===== src/rtl/control_sequencer_if.sv =====
// Control bundle between the 4-bit CPU sequencer and its datapath.
// The sequencer side is the master; the datapath side is the slave.
interface control_sequencer_if;
    logic        hold;
    logic [3:0]  instr;
    logic [3:0]  oprnd;
    logic [7:0]  rom_data;
    logic        carry_in;
    logic        zero_in;
    logic        phase;
    logic        fetch_en;
    logic        inc_pc;
    logic        load_pc;
    logic [11:0] pc_target;
    logic        ld_accu;
    logic        ld_flags;
    logic [2:0]  alu_f;
    logic        oe_oprnd;
    logic        oe_alu;
    logic        oe_in;
    logic        cs_ram;
    logic        we_ram;
    logic        ld_out;
    logic        carry_flag;
    logic        zero_flag;

    modport master (
        input  hold, instr, oprnd, rom_data, carry_in, zero_in,
        output phase, fetch_en, inc_pc, load_pc, pc_target,
        output ld_accu, ld_flags, alu_f,
        output oe_oprnd, oe_alu, oe_in,
        output cs_ram, we_ram, ld_out,
        output carry_flag, zero_flag
    );

    modport slave (
        output hold, instr, oprnd, rom_data, carry_in, zero_in,
        input  phase, fetch_en, inc_pc, load_pc, pc_target,
        input  ld_accu, ld_flags, alu_f,
        input  oe_oprnd, oe_alu, oe_in,
        input  cs_ram, we_ram, ld_out,
        input  carry_flag, zero_flag
    );
endinterface


===== src/rtl/control_sequencer.sv =====
// FETCH/EXEC/ADDR sequencer for the 4-bit CPU: datapath strobes,
// flag register and two-byte conditional jump resolution.
module control_sequencer (
    input logic                 clk,
    input logic                 reset,
    control_sequencer_if.master bus
);
    typedef enum logic [1:0] {
        S_FETCH = 2'd0,
        S_EXEC  = 2'd1,
        S_ADDR  = 2'd2
    } state_t;

    state_t     r_state;
    state_t     w_next;
    logic [7:0] r_addr_lo;
    logic       r_carry;
    logic       r_zero;

    logic       w_jump;
    logic       w_taken;
    logic       w_phase;
    logic       w_fetch_en;
    logic       w_inc_pc;
    logic       w_load_pc;
    logic       w_ld_accu;
    logic       w_ld_flags;
    logic [2:0] w_alu_f;
    logic       w_oe_oprnd;
    logic       w_oe_alu;
    logic       w_oe_in;
    logic       w_cs_ram;
    logic       w_we_ram;
    logic       w_ld_out;

    assign w_jump = (bus.instr == 4'h0) || (bus.instr == 4'h1) ||
                    (bus.instr == 4'h8) || (bus.instr == 4'h9) ||
                    (bus.instr == 4'hC);

    // Jump condition uses only the registered flags.
    always_comb begin
        w_taken = 1'b0;
        case (bus.instr)
            4'h0:    w_taken = r_carry;
            4'h1:    w_taken = ~r_carry;
            4'h8:    w_taken = r_zero;
            4'h9:    w_taken = ~r_zero;
            4'hC:    w_taken = 1'b1;
            default: w_taken = 1'b0;
        endcase
    end

    always_comb begin
        w_next     = r_state;
        w_phase    = 1'b0;
        w_fetch_en = 1'b0;
        w_inc_pc   = 1'b0;
        w_load_pc  = 1'b0;
        w_ld_accu  = 1'b0;
        w_ld_flags = 1'b0;
        w_alu_f    = 3'b000;
        w_oe_oprnd = 1'b0;
        w_oe_alu   = 1'b0;
        w_oe_in    = 1'b0;
        w_cs_ram   = 1'b0;
        w_we_ram   = 1'b0;
        w_ld_out   = 1'b0;
        unique case (r_state)
            S_FETCH: begin
                if (!bus.hold) begin
                    w_fetch_en = 1'b1;
                    w_inc_pc   = 1'b1;
                    w_next     = S_EXEC;
                end
            end
            S_EXEC: begin
                w_phase = 1'b1;
                w_next  = S_FETCH;
                if (w_jump) begin
                    w_inc_pc = 1'b1;
                    w_next   = S_ADDR;
                end else begin
                    case (bus.instr)
                        4'h2: begin
                            w_oe_oprnd = 1'b1;
                            w_alu_f    = 3'b001;
                            w_ld_flags = 1'b1;
                        end
                        4'h3: begin
                            w_cs_ram   = 1'b1;
                            w_alu_f    = 3'b001;
                            w_ld_flags = 1'b1;
                        end
                        4'h4: begin
                            w_oe_oprnd = 1'b1;
                            w_alu_f    = 3'b010;
                            w_ld_accu  = 1'b1;
                        end
                        4'h5: begin
                            w_oe_in   = 1'b1;
                            w_alu_f   = 3'b010;
                            w_ld_accu = 1'b1;
                        end
                        4'h6: begin
                            w_cs_ram  = 1'b1;
                            w_alu_f   = 3'b010;
                            w_ld_accu = 1'b1;
                        end
                        4'h7: begin
                            w_oe_alu = 1'b1;
                            w_cs_ram = 1'b1;
                            w_we_ram = 1'b1;
                        end
                        4'hA, 4'hB: begin
                            w_oe_oprnd = ~bus.instr[0];
                            w_cs_ram   = bus.instr[0];
                            w_alu_f    = 3'b011;
                            w_ld_accu  = 1'b1;
                            w_ld_flags = 1'b1;
                        end
                        4'hD: begin
                            w_oe_alu = 1'b1;
                            w_ld_out = 1'b1;
                        end
                        4'hE, 4'hF: begin
                            w_oe_oprnd = ~bus.instr[0];
                            w_cs_ram   = bus.instr[0];
                            w_alu_f    = 3'b100;
                            w_ld_accu  = 1'b1;
                            w_ld_flags = 1'b1;
                        end
                        default: ;
                    endcase
                end
            end
            S_ADDR: begin
                w_phase   = 1'b1;
                w_load_pc = w_taken;
                w_next    = S_FETCH;
            end
            default: w_next = S_FETCH;
        endcase
    end

    always_ff @(posedge clk or posedge reset) begin
        if (reset) begin
            r_state   <= S_FETCH;
            r_addr_lo <= 8'h00;
            r_carry   <= 1'b0;
            r_zero    <= 1'b0;
        end else begin
            r_state <= w_next;
            if (r_state == S_EXEC && w_jump)
                r_addr_lo <= bus.rom_data;
            if (w_ld_flags) begin
                r_carry <= bus.carry_in;
                r_zero  <= bus.zero_in;
            end
        end
    end

    // Outputs are forced quiet for as long as reset is held.
    assign bus.phase      = w_phase    & ~reset;
    assign bus.fetch_en   = w_fetch_en & ~reset;
    assign bus.inc_pc     = w_inc_pc   & ~reset;
    assign bus.load_pc    = w_load_pc  & ~reset;
    assign bus.ld_accu    = w_ld_accu  & ~reset;
    assign bus.ld_flags   = w_ld_flags & ~reset;
    assign bus.alu_f      = reset ? 3'b000 : w_alu_f;
    assign bus.oe_oprnd   = w_oe_oprnd & ~reset;
    assign bus.oe_alu     = w_oe_alu   & ~reset;
    assign bus.oe_in      = w_oe_in    & ~reset;
    assign bus.cs_ram     = w_cs_ram   & ~reset;
    assign bus.we_ram     = w_we_ram   & ~reset;
    assign bus.ld_out     = w_ld_out   & ~reset;
    assign bus.pc_target  = reset ? 12'h000 : {bus.oprnd, r_addr_lo};
    assign bus.carry_flag = r_carry;
    assign bus.zero_flag  = r_zero;
endmodule


===== src/flat_wrapper.sv =====
// flat-port wrapper written by rule: the top's interface ports become plain ports
module control_sequencer_flat 
  (clk, reset, bus_hold, bus_instr, bus_oprnd, bus_rom_data, bus_carry_in, bus_zero_in, bus_phase, bus_fetch_en, bus_inc_pc, bus_load_pc, bus_pc_target, bus_ld_accu, bus_ld_flags, bus_alu_f, bus_oe_oprnd, bus_oe_alu, bus_oe_in, bus_cs_ram, bus_we_ram, bus_ld_out, bus_carry_flag, bus_zero_flag);
  control_sequencer_if bus_i ();
  input logic clk;
  input logic reset;
  input wire logic [$bits(bus_i.hold)-1:0] bus_hold;
  input wire logic [$bits(bus_i.instr)-1:0] bus_instr;
  input wire logic [$bits(bus_i.oprnd)-1:0] bus_oprnd;
  input wire logic [$bits(bus_i.rom_data)-1:0] bus_rom_data;
  input wire logic [$bits(bus_i.carry_in)-1:0] bus_carry_in;
  input wire logic [$bits(bus_i.zero_in)-1:0] bus_zero_in;
  output wire logic [$bits(bus_i.phase)-1:0] bus_phase;
  output wire logic [$bits(bus_i.fetch_en)-1:0] bus_fetch_en;
  output wire logic [$bits(bus_i.inc_pc)-1:0] bus_inc_pc;
  output wire logic [$bits(bus_i.load_pc)-1:0] bus_load_pc;
  output wire logic [$bits(bus_i.pc_target)-1:0] bus_pc_target;
  output wire logic [$bits(bus_i.ld_accu)-1:0] bus_ld_accu;
  output wire logic [$bits(bus_i.ld_flags)-1:0] bus_ld_flags;
  output wire logic [$bits(bus_i.alu_f)-1:0] bus_alu_f;
  output wire logic [$bits(bus_i.oe_oprnd)-1:0] bus_oe_oprnd;
  output wire logic [$bits(bus_i.oe_alu)-1:0] bus_oe_alu;
  output wire logic [$bits(bus_i.oe_in)-1:0] bus_oe_in;
  output wire logic [$bits(bus_i.cs_ram)-1:0] bus_cs_ram;
  output wire logic [$bits(bus_i.we_ram)-1:0] bus_we_ram;
  output wire logic [$bits(bus_i.ld_out)-1:0] bus_ld_out;
  output wire logic [$bits(bus_i.carry_flag)-1:0] bus_carry_flag;
  output wire logic [$bits(bus_i.zero_flag)-1:0] bus_zero_flag;
  assign bus_i.hold = bus_hold;
  assign bus_i.instr = bus_instr;
  assign bus_i.oprnd = bus_oprnd;
  assign bus_i.rom_data = bus_rom_data;
  assign bus_i.carry_in = bus_carry_in;
  assign bus_i.zero_in = bus_zero_in;
  assign bus_phase = bus_i.phase;
  assign bus_fetch_en = bus_i.fetch_en;
  assign bus_inc_pc = bus_i.inc_pc;
  assign bus_load_pc = bus_i.load_pc;
  assign bus_pc_target = bus_i.pc_target;
  assign bus_ld_accu = bus_i.ld_accu;
  assign bus_ld_flags = bus_i.ld_flags;
  assign bus_alu_f = bus_i.alu_f;
  assign bus_oe_oprnd = bus_i.oe_oprnd;
  assign bus_oe_alu = bus_i.oe_alu;
  assign bus_oe_in = bus_i.oe_in;
  assign bus_cs_ram = bus_i.cs_ram;
  assign bus_we_ram = bus_i.we_ram;
  assign bus_ld_out = bus_i.ld_out;
  assign bus_carry_flag = bus_i.carry_flag;
  assign bus_zero_flag = bus_i.zero_flag;
  control_sequencer u_core (.clk(clk), .reset(reset), .bus(bus_i));
endmodule

===== config.mk =====
export PLATFORM = sky130hd
export DESIGN_NAME = control_sequencer_flat
export DESIGN_NICKNAME = d
export VERILOG_FILES = /design/src/rtl/control_sequencer_if.sv /design/src/rtl/control_sequencer.sv /design/src/flat_wrapper.sv
export SDC_FILE = /design/constraint.sdc
export NUM_CORES = 1
export LEC_CHECK = 0
export ABC_AREA = 0
export BUFFER_PORTS_ARGS = -buffer_cell sky130_fd_sc_hd__buf_2
export CORE_ASPECT_RATIO = 1.4
export CORE_UTILIZATION = 44
export CTS_BUF_LIST = sky130_fd_sc_hd__clkbuf_2 sky130_fd_sc_hd__clkbuf_4 sky130_fd_sc_hd__clkbuf_8
export DETAILED_ROUTE_END_ITERATION = 7
export PLACE_DENSITY = 0.81
export SLEW_MARGIN = 15
export SYNTH_ARGS = -nofsm -noshare
export SYNTH_HDL_FRONTEND = slang
export SYNTH_SLANG_ARGS = --single-unit

===== constraint.sdc =====
create_clock -name clk -period 1.65 [get_ports clk]
set_input_delay 0.33 -clock clk [delete_from_list [all_inputs] [get_ports clk]]
set_output_delay 0.33 -clock clk [all_outputs]
set_load 0.02 [all_outputs]

==> qor.csv, run 1 <==
stage,metric,value,unit
synth,synth_cell_types,29,
setup_path,crit_fanout,4,
floorplanning,die-area,2051,um2
power_and_ir_drop,peakVddDrop,910.0,uV
clocking,clock_path_buffers,2,
routing,drtIter0Drc,16,
routing,drtPass1Iterations,4,
placement,port_buffers,49,
timing,slew_headroom,79.76,%
setup_path,worstPathArrival,1.53,ns
timing,worst_slew_pin_slew,0.3032,ns
synth,syn_inst,87,
setup_path,required,1.32,ns
cells_and_area,area_growth,72.49,%
setup_path,crit_path_cell_trace,inv_2 -> ha_4 -> buf_4 -> buf_6 -> nand3_4 -> nor2_1 -> buf_4,
global_routing,grt_pass1_vias,730,
power_and_ir_drop,power,1.818,mW
status,status,"finished, violations left",
power_and_ir_drop,clock_power_share,12.4,%
setup_path,critical_path.most_common_cell,buf_4,
setup_path,cp_slowest_cell,dfrtp_1,
floorplanning,pin_count,50,
synth,synth_warnings,0,
timing,finClkSkew,0.004403,ns
routing,wl_per_cell,12.76,um
global_routing,grt_max_degree,15,
setup_path,critPathLaunchType,register,
cells_and_area,final_cell_mix,"buf_2, buf_4, nor2b_1",
setup_path,worst-path-buf-inv,4,
placement,dp_slack,-0.1184,ns
cells_and_area,antennaDiodeCount,0,
hold_path,hp-class,in -> async,
global_routing,track_usage,21.48,%
power_and_ir_drop,power_frac_seq,28.5,%
clocking,clk_latency,0.27,ns
synth,ys_seq_area_share,36.47,%
synth,synth_fp_nets,111,
floorplanning,die_h,53.18,um
clocking,htree_levels,1,
clocking,cts.reportedPaths.clkPinSlew,0.07,ns
placement,place.gp.congestion,0.6851,
timing,rsz0062_at_grt,yes,
routing,drt_wl_total,2.233,mm
synth,syn_area_per_cell,9.463,um2
routing,post_drt_via_cell_ratio,5.046,
setup_path,criticalPathCategory,reg -> out,
cells_and_area,drive_above_1_share,60.00,%
power_and_ir_drop,switching_share,37.46,%
clocking,clockRootBuffer,clkbuf_4,
timing,fin_tns_setup,-1.642,ns
timing,post-route-worst-setup-slack,-0.2099,ns
power_and_ir_drop,power_density,1280,nW/um2
clocking,cts_tree,yes,
timing,period_share,112.7,%
power_and_ir_drop,p_leak,0.6991,nW
power_and_ir_drop,combPwrFrac,59.1,%
setup_path,worstSetupEndpointType,primary output,
cells_and_area,final_net_count,180,
floorplanning,initial_core_util,46.87,%
timing,post-route-min-period,1.860,ns
timing,drv_slew,0,
cells_and_area,layout.cells.most_common,buf_2,
global_routing,grt-ovfl-total,0,
run,max_cap_violations,0,
timing,hold_viol,0,
floorplanning,dieWidth,38.56,um
synth,syn-cell-area,823.3,um2
global_routing,grt_pass1_wl,3.105,mm
status,violations,negative setup slack,
placement,hpwlAfterDp,1.510,mm
routing,dr_total_vias,883,
clocking,clock_sinks,12,
synth,ys_seq_elements,12,
setup_path,cpLargestDelayFamily,buffers and inverters,
routing,ant_nets,0,
floorplanning,core_area,1757,um2
power_and_ir_drop,p_int,1.137,mW
routing,drc_errors,0,
global_routing,antenna_found_initial,0,
power_and_ir_drop,p_switching,0.6809,mW
floorplanning,rows,18,
timing,fmax,0.5377,GHz
timing,worst_hold_slack,0.2657,ns
setup_path,critPathMaxStageDelay,0.40,ns
timing,setup_viol_count_final,14,
clocking,cts_buffers,3,
-- timing repair --
| action | in CTS | in global routing |
|---|---|---|
| gates resized for setup | 22 | 18 |
| hold buffers | 1 | 0 |
| pin swaps | 5 | 6 |
| gates cloned | 0 | 0 |
| hold endpoints to repair | 1 | 0 |
| setup endpoints to repair | 15 | 23 |
| buffers inserted | 3 | 6 |
-- Yosys cell counts --
cell	number	share of area, %
nor3_1	3	1.8
ha_1	3	4.6
o21bai_1	2	1.8
dfrtp_1	12	36
nor2b_2	1	1.1
a311oi_1	1	1.1
buf_2	1	0.61
inv_1	3	1.4
a21oi_1	1	0.61
nor3b_1	3	2.7
nor2_1	8	3.6
a21oi_4	1	2.0
nand3b_1	1	0.91
a2bb2oi_1	1	1.1
a21boi_0	1	0.91
a21o_1	1	0.91
nor2b_1	14	11
mux2_1	8	11
xnor2_1	2	2.1
nand3_1	1	0.61
mux2i_1	1	1.2
buf_6	1	1.4
mux2_2	2	2.7
nand2b_1	2	1.5
nand2_1	8	3.6
clkbuf_1	2	0.91
or4b_1	1	1.2
o22ai_1	1	0.76
nand4_1	1	0.76
-- final timing paths --
kind | slack [ns] | depth (start not counted) | from | endpoint
hold / removal | 0.27 | 3 | reset | u_core.r_state[1]
hold reg to reg | 0.48 | 1 | u_core.r_addr_lo[3] | u_core.r_addr_lo[3]
max in group asynchronous | 0.86 | 3 | reset | u_core.bus.carry_flag
setup / recovery | -0.21 | 7 | u_core.r_state[1] | bus_alu_f[2]
min in group clk | 0.27 | 2 | bus_rom_data[3] | u_core.r_addr_lo[3]
setup reg to reg | 0.02 | 8 | u_core.r_state[1] | u_core.r_addr_lo[6]
-- power by group through the flow --
stage	sequential [mW]	combinational, mW	clock [mW]
floorplan	0.526	0.502	0
global placement	0.503	0.774	0
detailed placement	0.510	0.790	0
CTS	0.516	0.918	0.235
global route	0.536	1.17	0.251
finish	0.518	1.07	0.225
-- registers in the layout, summed over array words and instances (netlist names) --
signal / count
u_core.bus.carry_flag: 1
u_core.bus.zero_flag: 1
u_core.r_addr_lo: 8
u_core.r_state: 2
-- cell families (layout without fill, tap and decap cells) --
| logic type | after synthesis | in the layout | synth area share [%] |
|---|---|---|---|
| simple gates | 43 | 43 | 28.57 |
| flops | 12 | 12 | 36.47 |
| mux | 11 | 11 | 14.89 |
| compound gates | 9 | 9 | 9.120 |
| buf+inv | 7 | 75 | 4.255 |
| fa+ha+maj | 3 | 3 | 4.560 |
| xor+xnor | 2 | 2 | 2.128 |
-- layer usage --
layer | vias up | GRT usage (%) | routed length, um
li1 | 429 | - | -
met1 | 409 | 24.66 | 899
met2 | 41 | 39.44 | 1189
met3 | 4 | 2.521 | 109
met4 | 0 | 6.897 | 34
met5 | - | 0 | 0
-- tightest hold or removal path: stages --
cell,delay (ns)
buf_2,0.11
inv_1,0.23
buf_4,0.19
-- stage by stage --
stage	utilization, %	cell area (um2)	cells
4_1_cts	74.50	1309	170
2_1_floorplan	-	844.6	87
3_3_place_gp	66.38	1166	162
5_1_grt	80.84	1420	175
3_5_place_dp	66.38	1166	162
6_report	80.84	1420	175
-- layout make-up --
cell class              instances  area (um2)
well taps                      20       25.02
inverters                       3       11.26
fillers                       100       336.6
flip-flops and latches         12       300.3
repair buffers                 68       451.7
clock buffers                   4       36.28
multi-input cells              68       595.6
No activity file was read; power rests on OpenSTA's default activity.
==> inputs of run 2 (changes only) <==
--- a/config.mk
+++ b/config.mk
@@ -11,7 +11,7 @@
 export CORE_UTILIZATION = 44
 export CTS_BUF_LIST = sky130_fd_sc_hd__clkbuf_2 sky130_fd_sc_hd__clkbuf_4 sky130_fd_sc_hd__clkbuf_8
 export DETAILED_ROUTE_END_ITERATION = 7
-export PLACE_DENSITY = 0.81
+export PLACE_DENSITY_LB_ADDON = 0.12
 export SLEW_MARGIN = 15
 export SYNTH_ARGS = -nofsm -noshare
 export SYNTH_HDL_FRONTEND = slang
==> qor.csv, run 2 (synthesized netlist as in run 1, its figures left out) <==
stage,metric,value,unit,change
cells_and_area,area_growth,66.11,%,
cells_and_area,largest_register,u_core.r_addr_lo,,
setup_path,worst-path-buf-inv,2,,-2
routing,ant_nets,0,,unchanged
setup_path,required,1.32,ns,about the same
timing,post-route-worst-setup-slack,-0.1737,ns,+0.03615 ns
clocking,clock_sinks,12,,unchanged
global_routing,track_usage,21.21,%,-0.27 points
global_routing,antenna_found_initial,0,,unchanged
timing,drv_slew,0,,unchanged
floorplanning,dieWidth,38.56,um,unchanged
timing,post-route-min-period,1.824,ns,-0.03615 ns
cells_and_area,reg_top3,"u_core.r_addr_lo: 8 flops, u_core.r_state: 2 flops",,
routing,drtPass1Iterations,2,,-2
cells_and_area,utilization,77.85,%,-3.0 points
setup_path,critPathLaunchType,register,,
hold_path,holdPathStages,2,,
clocking,cts_tree,yes,,
timing,hold_viol,0,,unchanged
placement,hpwlAfterDp,1.491,mm,-1.2%
timing,slew_headroom,82.82,%,+3.1 points
routing,drt_wl_total,2.031,mm,-9.0%
run,max_cap_violations,0,,unchanged
routing,post_drt_via_cell_ratio,5.112,,+1.3%
timing,worst_hold_slack,0.2828,ns,+0.01705 ns
floorplanning,pin_count,50,,unchanged
setup_path,cp_slowest_cell,dfrtp_1,,
status,violations,negative setup slack,,
setup_path,critPathMaxStageDelay,0.39,ns,about the same
cells_and_area,layout.cells.most_common,buf_2,,
timing,finClkSkew,0.0009389,ns,-0.003464 ns
setup_path,worstPathArrival,1.49,ns,-0.04 ns
timing,setup_viol_count_final,10,,-4
floorplanning,rows,18,,unchanged
timing,rsz0062_at_grt,yes,,
timing,worst_slew_pin_slew,0.2577,ns,-0.04553 ns
clocking,clk_latency,0.26,ns,about the same
power_and_ir_drop,peakVddDrop,913.6,uV,+0.40%
floorplanning,die_h,53.18,um,unchanged
placement,dp_cells,161,,-0.62%
clocking,cts.reportedPaths.clkPinSlew,0.06,ns,about the same
floorplanning,core_area,1757,um2,unchanged
setup_path,crit_path_cell_trace,inv_2 -> ha_4 -> nand4_1 -> nor3_1 -> buf_2,,
power_and_ir_drop,p_leak,0.6643,nW,-5.0%
placement,port_buffers,49,,unchanged
timing,period_share,110.5,%,-2.2 points
cells_and_area,final_net_count,175,,-2.8%
global_routing,grt_max_degree,13,,-2
status,status,"finished, violations left",,
setup_path,worstSetupEndpointType,primary output,,
clocking,clockRootBuffer,clkbuf_4,,
power_and_ir_drop,power_density,1233,nW/um2,-3.6%
global_routing,grt_pass1_wl,3.049,mm,-1.8%
floorplanning,initial_core_util,46.87,%,unchanged
setup_path,cp.depth,5,,-2
cells_and_area,area.sequential,300.3,um2,unchanged
floorplanning,die-area,2051,um2,unchanged
setup_path,crit_fanout,4,,unchanged
routing,wl_per_cell,12.02,um,-5.8%
cells_and_area,final_cell_mix,"buf_2, buf_4, nor2b_1",,
routing,drc_errors,0,,unchanged
setup_path,criticalPathCategory,reg -> out,,
cells_and_area,multi_input_area,594.3,um2,-0.21%
clocking,cts_buffers,3,,unchanged
setup_path,reg2regPathDepth,7,,-1
clocking,cts_hold_buf,0,,-1
hold_path,hp-class,in -> reg,,
clocking,htree_levels,1,,unchanged
timing,fmax,0.5483,GHz,+2.0%
clocking,clock_path_buffers,2,,unchanged
cells_and_area,final_cells,169,,-3.4%
global_routing,grt-ovfl-total,0,,unchanged
placement,place.gp.congestion,0.6651,,-2.9%
power_and_ir_drop,power,1.687,mW,-7.2%
cells_and_area,nFillCells,126,,+26%
cells_and_area,drive_above_1_share,59.06,%,-0.94 points
cells_and_area,largest_reg_flops,8,,unchanged
routing,dr_total_vias,864,,-2.2%
routing,drtIter0Drc,8,,-8
global_routing,grt_pass1_vias,798,,+9.3%
setup_path,cpLargestDelayFamily,simple AND/OR/NAND/NOR gates,,
cells_and_area,antennaDiodeCount,0,,unchanged
## run 2: cell type report
class,instances,share of cell area [%]
well taps,20,1.830
repair buffers,63,30.28
inverters,3,0.8234
flip-flops and latches,12,21.96
clock buffers,3,1.647
multi-input cells,68,43.46
## run 2: final timing paths
check	startpoint	endpoint	slack, ns
hold reg to reg	u_core.r_addr_lo[4]	u_core.r_addr_lo[4]	0.48
setup / recovery	u_core.r_state[1]	bus_oe_in	-0.17
setup reg to reg	u_core.r_state[1]	u_core.r_addr_lo[3]	0.07
max in group asynchronous	reset	u_core.r_addr_lo[3]	1.20
hold / removal	bus_rom_data[6]	u_core.r_addr_lo[6]	0.28
min in group asynchronous	reset	u_core.r_state[1]	0.30
## run 2: what timing repair did
action / in CTS / in global routing
resized for setup: 23 / 15
setup endpoints to repair: 15 / 18
hold endpoints to repair: 0 / 0
gates cloned: 0 / 0
pin swaps: 7 / 4
buffers inserted: 3 / 2
## run 2: report_power, final
part | switching, mW | internal [mW]
Clock | 0.0818 | 0.0842
Combinational | 0.485 | 0.517
Sequential | 0.0807 | 0.438
## run 2: per-stage QoR
stage	area [um2]	TNS, ns	worst slack (ns)
2_1_floorplan	844.6	-0.4082	-0.1447
3_3_place_gp	1159	-0.1715	-0.1026
3_5_place_dp	1159	-0.3704	-0.1323
4_1_cts	1286	-0.8301	-0.1666
5_1_grt	1368	-1.901	-0.2633
6_report	1368	-1.145	-0.1737
## run 2: per-layer routing
layer | up-vias | global-route usage, % | wire length [um]
met3 | 4 | 1.261 | 84
met4 | 0 | 8.621 | 29
met2 | 32 | 43.89 | 1160
li1 | 418 | - | -
met5 | - | 0 | 0
met1 | 410 | 19.51 | 757
